===== config.mk =====
export PLATFORM = sky130hd
export DESIGN_NAME = hdr_ddr_tx_engine
export DESIGN_NICKNAME = d
export VERILOG_FILES = /design/src/rtl/hdr_ddr_tx_engine.sv
export SDC_FILE = /design/constraint.sdc
export NUM_CORES = 1
export LEC_CHECK = 0
export ABC_AREA = 1
export BUFFER_PORTS_ARGS = -buffer_cell sky130_fd_sc_hd__buf_2
export CORE_ASPECT_RATIO = 1.75
export CORE_MARGIN = 2
export CORE_UTILIZATION = 25
export CTS_CLUSTER_DIAMETER = 60
export DETAILED_ROUTE_END_ITERATION = 7
export PLACE_DENSITY_LB_ADDON = 0.12
export REMOVE_ABC_BUFFERS = 1
export SKIP_CTS_REPAIR_TIMING = 1
export SLEW_MARGIN = 20
export SYNTH_ARGS = -nofsm -noshare
export SYNTH_HDL_FRONTEND = slang
export SYNTH_SLANG_ARGS = --single-unit

===== constraint.sdc =====
create_clock -name i_sys_clk -period 2.48 [get_ports i_sys_clk]
set_input_delay 0.248 -clock i_sys_clk [delete_from_list [all_inputs] [get_ports i_sys_clk]]
set_output_delay 0.248 -clock i_sys_clk [all_outputs]
set_load 0.005 [all_outputs]

===== src/rtl/hdr_ddr_tx_engine.sv =====
`default_nettype none
// ============================================================================
// Module : hdr_ddr_tx_engine
// Brief  : HDR-DDR transmit sequencer: command word, prefetched data words and
//          CRC word serialised onto SDA, one bit per SCL-generator tick.
// Rev    : 1.0  initial release
// ============================================================================
module hdr_ddr_tx_engine #(
  parameter int          ADDR_W   = 8,
  parameter int          CNT_W    = 8,
  parameter logic [4:0]  CRC_INIT = 5'h1F
) (
  input  logic              i_sys_clk,
  input  logic              i_sys_rst_n,
  input  logic              i_ddrmode_en,
  input  logic              i_bit_tick,
  input  logic              i_rnw,
  input  logic [6:0]        i_cmd_code,
  input  logic [6:0]        i_tgt_addr,
  input  logic [CNT_W-1:0]  i_byte_count,
  input  logic [ADDR_W-1:0] i_regf_base_addr,
  input  logic [7:0]        i_regf_data,
  output logic              o_regf_rd_en,
  output logic [ADDR_W-1:0] o_regf_addr,
  output logic              o_sda_bit,
  output logic              o_sda_oe,
  output logic              o_ddr_mode_done
);

  typedef enum logic [2:0] {
    S_IDLE     = 3'd0,
    S_LOAD_CMD = 3'd1,
    S_SH_CMD   = 3'd2,
    S_SH_DATA  = 3'd3,
    S_SH_CRC   = 3'd4,
    S_DONE     = 3'd5
  } state_t;

  state_t              state_q, state_d;
  logic                en_q;
  logic                rnw_q, rnw_d;
  logic [6:0]          cmd_q, cmd_d, tgt_q, tgt_d;
  logic [CNT_W-1:0]    cnt_q, cnt_d, fcnt_q, fcnt_d;
  logic [ADDR_W-1:0]   base_q, base_d, addr_q, addr_d;
  logic [19:0]         sh_q, sh_d;
  logic [4:0]          bidx_q, bidx_d, len_q, len_d;
  logic                sda_q, sda_d, oe_q, oe_d;
  logic                rd_en_q, rd_en_d, pf2_q, pf2_d, lo_q, lo_d;
  logic                rv_q, rv_d, rlo_q, rlo_d;
  logic [15:0]         nxt_q, nxt_d;
  logic                nxt_vld_q, nxt_vld_d;
  logic [4:0]          crc_q, crc_d;
  logic                pf_start;
  logic [19:0]         word;
  logic [15:0]         cmd_dw;

  function automatic logic [19:0] mk_word(input logic [1:0] pre, input logic [15:0] d);
    return {pre, d, ^(d & 16'hAAAA), ~(^(d & 16'h5555))};
  endfunction

  // x^5+x^2+1, MSB-first over one 16-bit data payload
  function automatic logic [4:0] crc_upd(input logic [4:0] c, input logic [15:0] d);
    logic [4:0] r;
    logic       fb;
    r = c;
    for (int i = 15; i >= 0; i--) begin
      fb = r[4] ^ d[i];
      r  = {r[3:0], 1'b0} ^ {2'b00, fb, 1'b0, fb};
    end
    return r;
  endfunction

  always_ff @(posedge i_sys_clk or negedge i_sys_rst_n) begin
    if (!i_sys_rst_n) begin
      state_q <= S_IDLE;   en_q    <= 1'b0;  rnw_q  <= 1'b0;
      cmd_q   <= '0;       tgt_q   <= '0;    cnt_q  <= '0;    fcnt_q <= '0;
      base_q  <= '0;       addr_q  <= '0;    sh_q   <= '0;
      bidx_q  <= '0;       len_q   <= '0;    sda_q  <= 1'b0;  oe_q   <= 1'b0;
      rd_en_q <= 1'b0;     pf2_q   <= 1'b0;  lo_q   <= 1'b0;
      rv_q    <= 1'b0;     rlo_q   <= 1'b0;  nxt_q  <= '0;    nxt_vld_q <= 1'b0;
      crc_q   <= CRC_INIT;
    end else begin
      state_q <= state_d;  en_q    <= i_ddrmode_en;  rnw_q <= rnw_d;
      cmd_q   <= cmd_d;    tgt_q   <= tgt_d;   cnt_q  <= cnt_d;   fcnt_q <= fcnt_d;
      base_q  <= base_d;   addr_q  <= addr_d;  sh_q   <= sh_d;
      bidx_q  <= bidx_d;   len_q   <= len_d;   sda_q  <= sda_d;   oe_q   <= oe_d;
      rd_en_q <= rd_en_d;  pf2_q   <= pf2_d;   lo_q   <= lo_d;
      rv_q    <= rv_d;     rlo_q   <= rlo_d;   nxt_q  <= nxt_d;   nxt_vld_q <= nxt_vld_d;
      crc_q   <= crc_d;
    end
  end

  assign cmd_dw = {rnw_q, cmd_q, tgt_q, ^({rnw_q, cmd_q, tgt_q, 1'b0} & 16'h5554)};

  always_comb begin
    state_d = state_q;  rnw_d = rnw_q;  cmd_d = cmd_q;  tgt_d = tgt_q;
    cnt_d   = cnt_q;    fcnt_d = fcnt_q; base_d = base_q; addr_d = addr_q;
    sh_d    = sh_q;     bidx_d = bidx_q; len_d = len_q;  sda_d = sda_q;  oe_d = oe_q;
    rd_en_d = 1'b0;     pf2_d = pf2_q;  lo_d = lo_q;
    rv_d    = rd_en_q;  rlo_d = lo_q;   nxt_d = nxt_q;  nxt_vld_d = nxt_vld_q;
    crc_d   = crc_q;    pf_start = 1'b0; word = '0;

    // Read data lands one clock after the strobe; the low byte is the second read
    if (rv_q) begin
      if (rlo_q) nxt_d[7:0]  = i_regf_data;
      else       nxt_d[15:8] = i_regf_data;
    end
    if (pf2_q) begin
      rd_en_d = 1'b1;
      addr_d  = base_q + ADDR_W'(fcnt_q);
      fcnt_d  = fcnt_q + CNT_W'(1);
      pf2_d   = 1'b0;
      lo_d    = 1'b1;
    end

    case (state_q)
      S_IDLE: begin
        if (i_ddrmode_en && !en_q) begin
          rnw_d = i_rnw;  cmd_d = i_cmd_code;  tgt_d = i_tgt_addr;
          cnt_d = i_byte_count;  base_d = i_regf_base_addr;
          fcnt_d = '0;  crc_d = CRC_INIT;  nxt_vld_d = 1'b0;
          state_d = S_LOAD_CMD;
        end
      end
      S_LOAD_CMD: begin
        sh_d = mk_word(2'b01, cmd_dw);
        bidx_d = '0;  len_d = 5'd20;
        pf_start = 1'b1;
        state_d = S_SH_CMD;
      end
      S_SH_CMD, S_SH_DATA, S_SH_CRC: begin
        if (i_bit_tick) begin
          if (bidx_q != len_q) begin
            sda_d = sh_q[19];  sh_d = {sh_q[18:0], 1'b0};
            bidx_d = bidx_q + 5'd1;  oe_d = 1'b1;
          end else if (nxt_vld_q) begin
            word = mk_word(2'b10, nxt_q);
            sda_d = word[19];  sh_d = {word[18:0], 1'b0};
            bidx_d = 5'd1;  len_d = 5'd20;  oe_d = 1'b1;
            crc_d = crc_upd(crc_q, nxt_q);
            nxt_vld_d = 1'b0;  pf_start = 1'b1;
            state_d = S_SH_DATA;
          end else if (state_q == S_SH_DATA) begin
            word = {9'd0, 2'b01, 4'hC, crc_q};
            sda_d = word[10];  sh_d = {word[9:0], 10'd0};
            bidx_d = 5'd1;  len_d = 5'd11;  oe_d = 1'b1;
            state_d = S_SH_CRC;
          end else begin
            sda_d = 1'b0;  oe_d = 1'b0;
            state_d = S_DONE;
          end
        end
      end
      S_DONE: begin
        oe_d = 1'b0;  sda_d = 1'b0;
        state_d = S_IDLE;
      end
      default: state_d = S_IDLE;
    endcase

    if (pf_start && !rnw_q && (fcnt_q < cnt_q)) begin
      rd_en_d   = 1'b1;
      addr_d    = base_q + ADDR_W'(fcnt_q);
      fcnt_d    = fcnt_q + CNT_W'(1);
      pf2_d     = (fcnt_q + CNT_W'(1)) < cnt_q;
      lo_d      = 1'b0;
      nxt_d     = '0;
      nxt_vld_d = 1'b1;
    end

    // Enable loss wins over everything, including a coincident tick
    if (state_q != S_IDLE && !i_ddrmode_en) begin
      state_d = S_IDLE;  oe_d = 1'b0;  sda_d = 1'b0;
      rd_en_d = 1'b0;  pf2_d = 1'b0;  rv_d = 1'b0;
      nxt_vld_d = 1'b0;  crc_d = CRC_INIT;
    end
  end

  assign o_regf_rd_en    = rd_en_q;
  assign o_regf_addr     = addr_q;
  assign o_sda_bit       = sda_q;
  assign o_sda_oe        = oe_q;
  assign o_ddr_mode_done = (state_q == S_DONE);

endmodule
`default_nettype wire


==> results_dict.tcl <==
set metrics [dict create \
    grt_max_degree 47 \
    cp_max_fo 4 \
    synth_area_um2 6127 \
    min_period_over_period 0.9130 \
    synth_seq_cells 107 \
    slew_violations 0 \
    synth_top_family_by_area "simple AND/OR/NAND/NOR gates" \
    grt_first_pass_wirelength_um 29970 \
    viasPerCell 4.524 \
    slowest_delay_ns 0.57 \
    pin_count 55 \
    first_pass_iters 4 \
    setup_viol 0 \
    root_buffer "clkbuf_16" \
    hold_viol_final 0 \
    rsz0062_at_grt "true" \
    synth_simple_gate_area_frac 0.2434 \
    ys_seq_area_frac 0.4380 \
    yosysMostFrequentCell "nand2_1" \
    diodes 0 \
    crit_top_cell "nand2_1" \
    crit_slowest_cell "dfstp_2" \
    slew_headroom 0.5770 \
    syn_inst 782 \
    power.share.clock 0.123 \
    leakage_nw 3.586 \
    stdcell_count 1165 \
    fin_nets 919 \
    synth_common_cells "nand2_1 (209), dfrtp_1 (102), inv_1 (91)" \
    avgSynthCellArea_um2 7.835 \
    dp_hpwl_um 14940 \
    die_w_um 122.3 \
    cts.clk_slew.worst_paths_ns 0.08 \
    grt_antenna_before_repair 0 \
    timing.setup.tns_ns 0 \
    cts_tree "done" \
    yosys_warnings 0 \
    netlist.area_leader.share 0.4166 \
    drt_first_iter_violations 174 \
    clockBufferDepth 2 \
    gp_congestion 0.7926 \
    crit_chain "inv_1 > nand2_1 > nand2_1 > inv_1 > nand2_1 > nand2_1 > nand2_1 > nand2_2 > inv_1 > nand2_1 > nand2_1 > xor2_2 > buf_4 > inv_1 > nand2_1 > nand2_1 > nand2_1 > nand3_1 > nand2_1 > inv_1" \
    syn2layout_area_growth_pct 19.01 \
    power_density_nw_per_um2 1664 \
    core_um2 24020 \
    design.die.area_um2 25830 \
    synth_xor_area_frac 0.05575 \
    via_count 5270 \
    fp-row-count 75 \
    period_minus_slack_ns 2.264 \
    drt-wirelength-per-cell_um 16.08 \
    cts_sinks 107 \
    cts_max_level 3 \
    swShare 0.5056 \
    ant_nets 0 \
    ir_worst_vdd_uv 436.9 \
    seqPwrFrac 0.267 \
    drc 0 \
    path_class "flip-flop to flip-flop" \
    ys.flop_type "dfrtp_1" \
    r2r_start "crc_q[1]$_DFFE_PN1P_" \
    cp.required_ns 2.78 \
    synth_mux_area_frac 0 \
    switchingPower_mw 6.134 \
    gr-total-overflow 0 \
    status "finished clean" \
    synth.largest_area_cell "dfrtp_1" \
    synth.area.top_cells "dfrtp_1 (42%), nand2_1 (13%), nand3_1 (5.7%), inv_1 (5.6%), ha_1 (4.7%)" \
    dp.cells 1145 \
    routed_wl_um 18730 \
    synth-async-reset-ratio 1.000 \
    worst_skew_pair.late_latency_ns 0.36 \
    dieHeight_um 211.1 \
    synth_edf_count 0 \
    pwr-share-comb 0.610 \
    crit_arrival_ns 2.56 \
    critPathLaunch "crc_q[1]$_DFFE_PN1P_" \
    fin_skew_ns 0.01241 \
    end_kind "flip-flop" \
    portBuffers 54 \
    cp-start-kind "flip-flop" \
    ys_types 46 \
    synth_fa_ha_area_frac 0.05023 \
    hp-start "i_regf_base_addr[0]" \
    first_global_vias 5522 \
    layout-drive-gt1-share 0.1540 \
    initial_core_util 0.2551 \
    numCtsBuffers 9 \
    tightestPinTransition_ns 0.6345 \
    clock.fmax_mhz 441.6 \
    synth_compound_area_frac 0.1362 \
    p_int_mw 5.998 \
    min_path_type "primary input to flip-flop" \
    maxCapViolations 0 \
    grt_usage 0.1538 \
]
## worst max-delay path, delay by kind of cell, from the launching register on
family	cells	cell delay, ns
AND/OR/NAND/NOR	13	1.00
buffers and inverters	6	0.42
flip-flops	1	0.57
XOR/XNOR	1	0.20
## placed cells by master (no fill, tap or decap), types with 2 or more instances in the layout
cell / count
inv_1: 91
xnor2_1: 14
o21ai_1: 12
nor2_4: 5
o21bai_1: 2
a21o_1: 2
dlygate4sd3_1: 2
buf_2: 53
inv_2: 5
o21a_1: 2
xor2_1: 24
o21ai_0: 54
a21oi_1: 33
buf_4: 21
clkinv_8: 3
a221oi_1: 8
clkbuf_16: 9
dfrtp_1: 102
nor3_1: 5
o32ai_1: 8
ha_1: 23
nand2_1: 205
nor2_1: 50
nand2_2: 6
o31ai_2: 2
o211ai_1: 4
buf_12: 3
nand2_4: 3
o22ai_1: 2
dfstp_2: 5
o21ai_2: 3
nand3_1: 70
nor2_2: 4
inv_6: 3
a31oi_1: 2
## registers in the layout (all words and copies together), names as in the netlist
register      cells
sh_q             20
nxt_q            16
base_q            8
cnt_q             8
fcnt_q            8
o_regf_addr       8
cmd_q             7
tgt_q             7
bidx_q            5
crc_q             5
state_q           3
len_q             2
en_q              1
lo_q              1
nxt_vld_q         1
o_regf_rd_en      1
o_sda_bit         1
o_sda_oe          1
pf2_q             1
rlo_q             1
rnw_q             1
rv_q              1
## routing by layer
layer,up-vias,track usage,share of wire
met4,0,0.05589,0.020
met2,77,0.3006,0.58
met3,21,0.01782,0.023
met5,-,0,0
li1,2681,-,-
met1,2491,0.1640,0.38
## path summary, 6_finish.rpt
path,endpoint,slack (ns),cells past startpoint
max,crc_q[3]$_DFFE_PN1P_,0.22,20
min,base_q[0]$_DFFE_PN0P_,0.08,3
max reg2reg,crc_q[3]$_DFFE_PN1P_,0.22,20
min reg2reg,rlo_q$_DFF_PN0_,0.38,0
max in group asynchronous,crc_q[0]$_DFFE_PN1P_,1.33,3
min in group asynchronous,cmd_q[3]$_DFFE_PN0P_,0.45,2
## power groups by stage
stage | clock network, mW | logic (mW) | registers, mW
finish | 1.50 | 7.40 | 3.24
global route | 1.61 | 8.43 | 3.34
CTS | 1.56 | 7.42 | 3.25
detailed placement | 0 | 7.38 | 3.28
global placement | 0 | 7.35 | 3.29
floorplan | 0 | 4.94 | 3.04
## final cells by class
class	instances	area [µm²]
fillers	2677	16730
inverters	98	370.4
repair buffers	80	514.2
flip-flops and latches	107	2684
multi-input cells	556	3027
well taps	308	385.4
clock inverters	7	86.33
clock buffers	9	225.2
## through the flow
step / util / setup slack, ns / hold WS (ns) / power (mW) / area, µm²
final: 0.3035 / 0.2157 / 0.08070 / 12.13 / 7292
after global routing: 0.3035 / -0.06354 / 0.08582 / 13.39 / 7292
after CTS: 0.3001 / 0.03075 / -0.07059 / 12.23 / 7209
after detailed placement: 0.2871 / 0.05510 / 0.3159 / 10.66 / 6898
after global placement: 0.2871 / 0.07372 / 0.3159 / 10.64 / 6898
after floorplan: - / -0.8233 / -0.04759 / 7.971 / 6030
## logic make-up after synthesis
logic type | count (synthesis)
compound gates | 139
xor+xnor | 39
fa+ha+maj | 24
buf+inv | 119
flops | 107
simple gates | 354
Power figures use the tool's default switching activity.
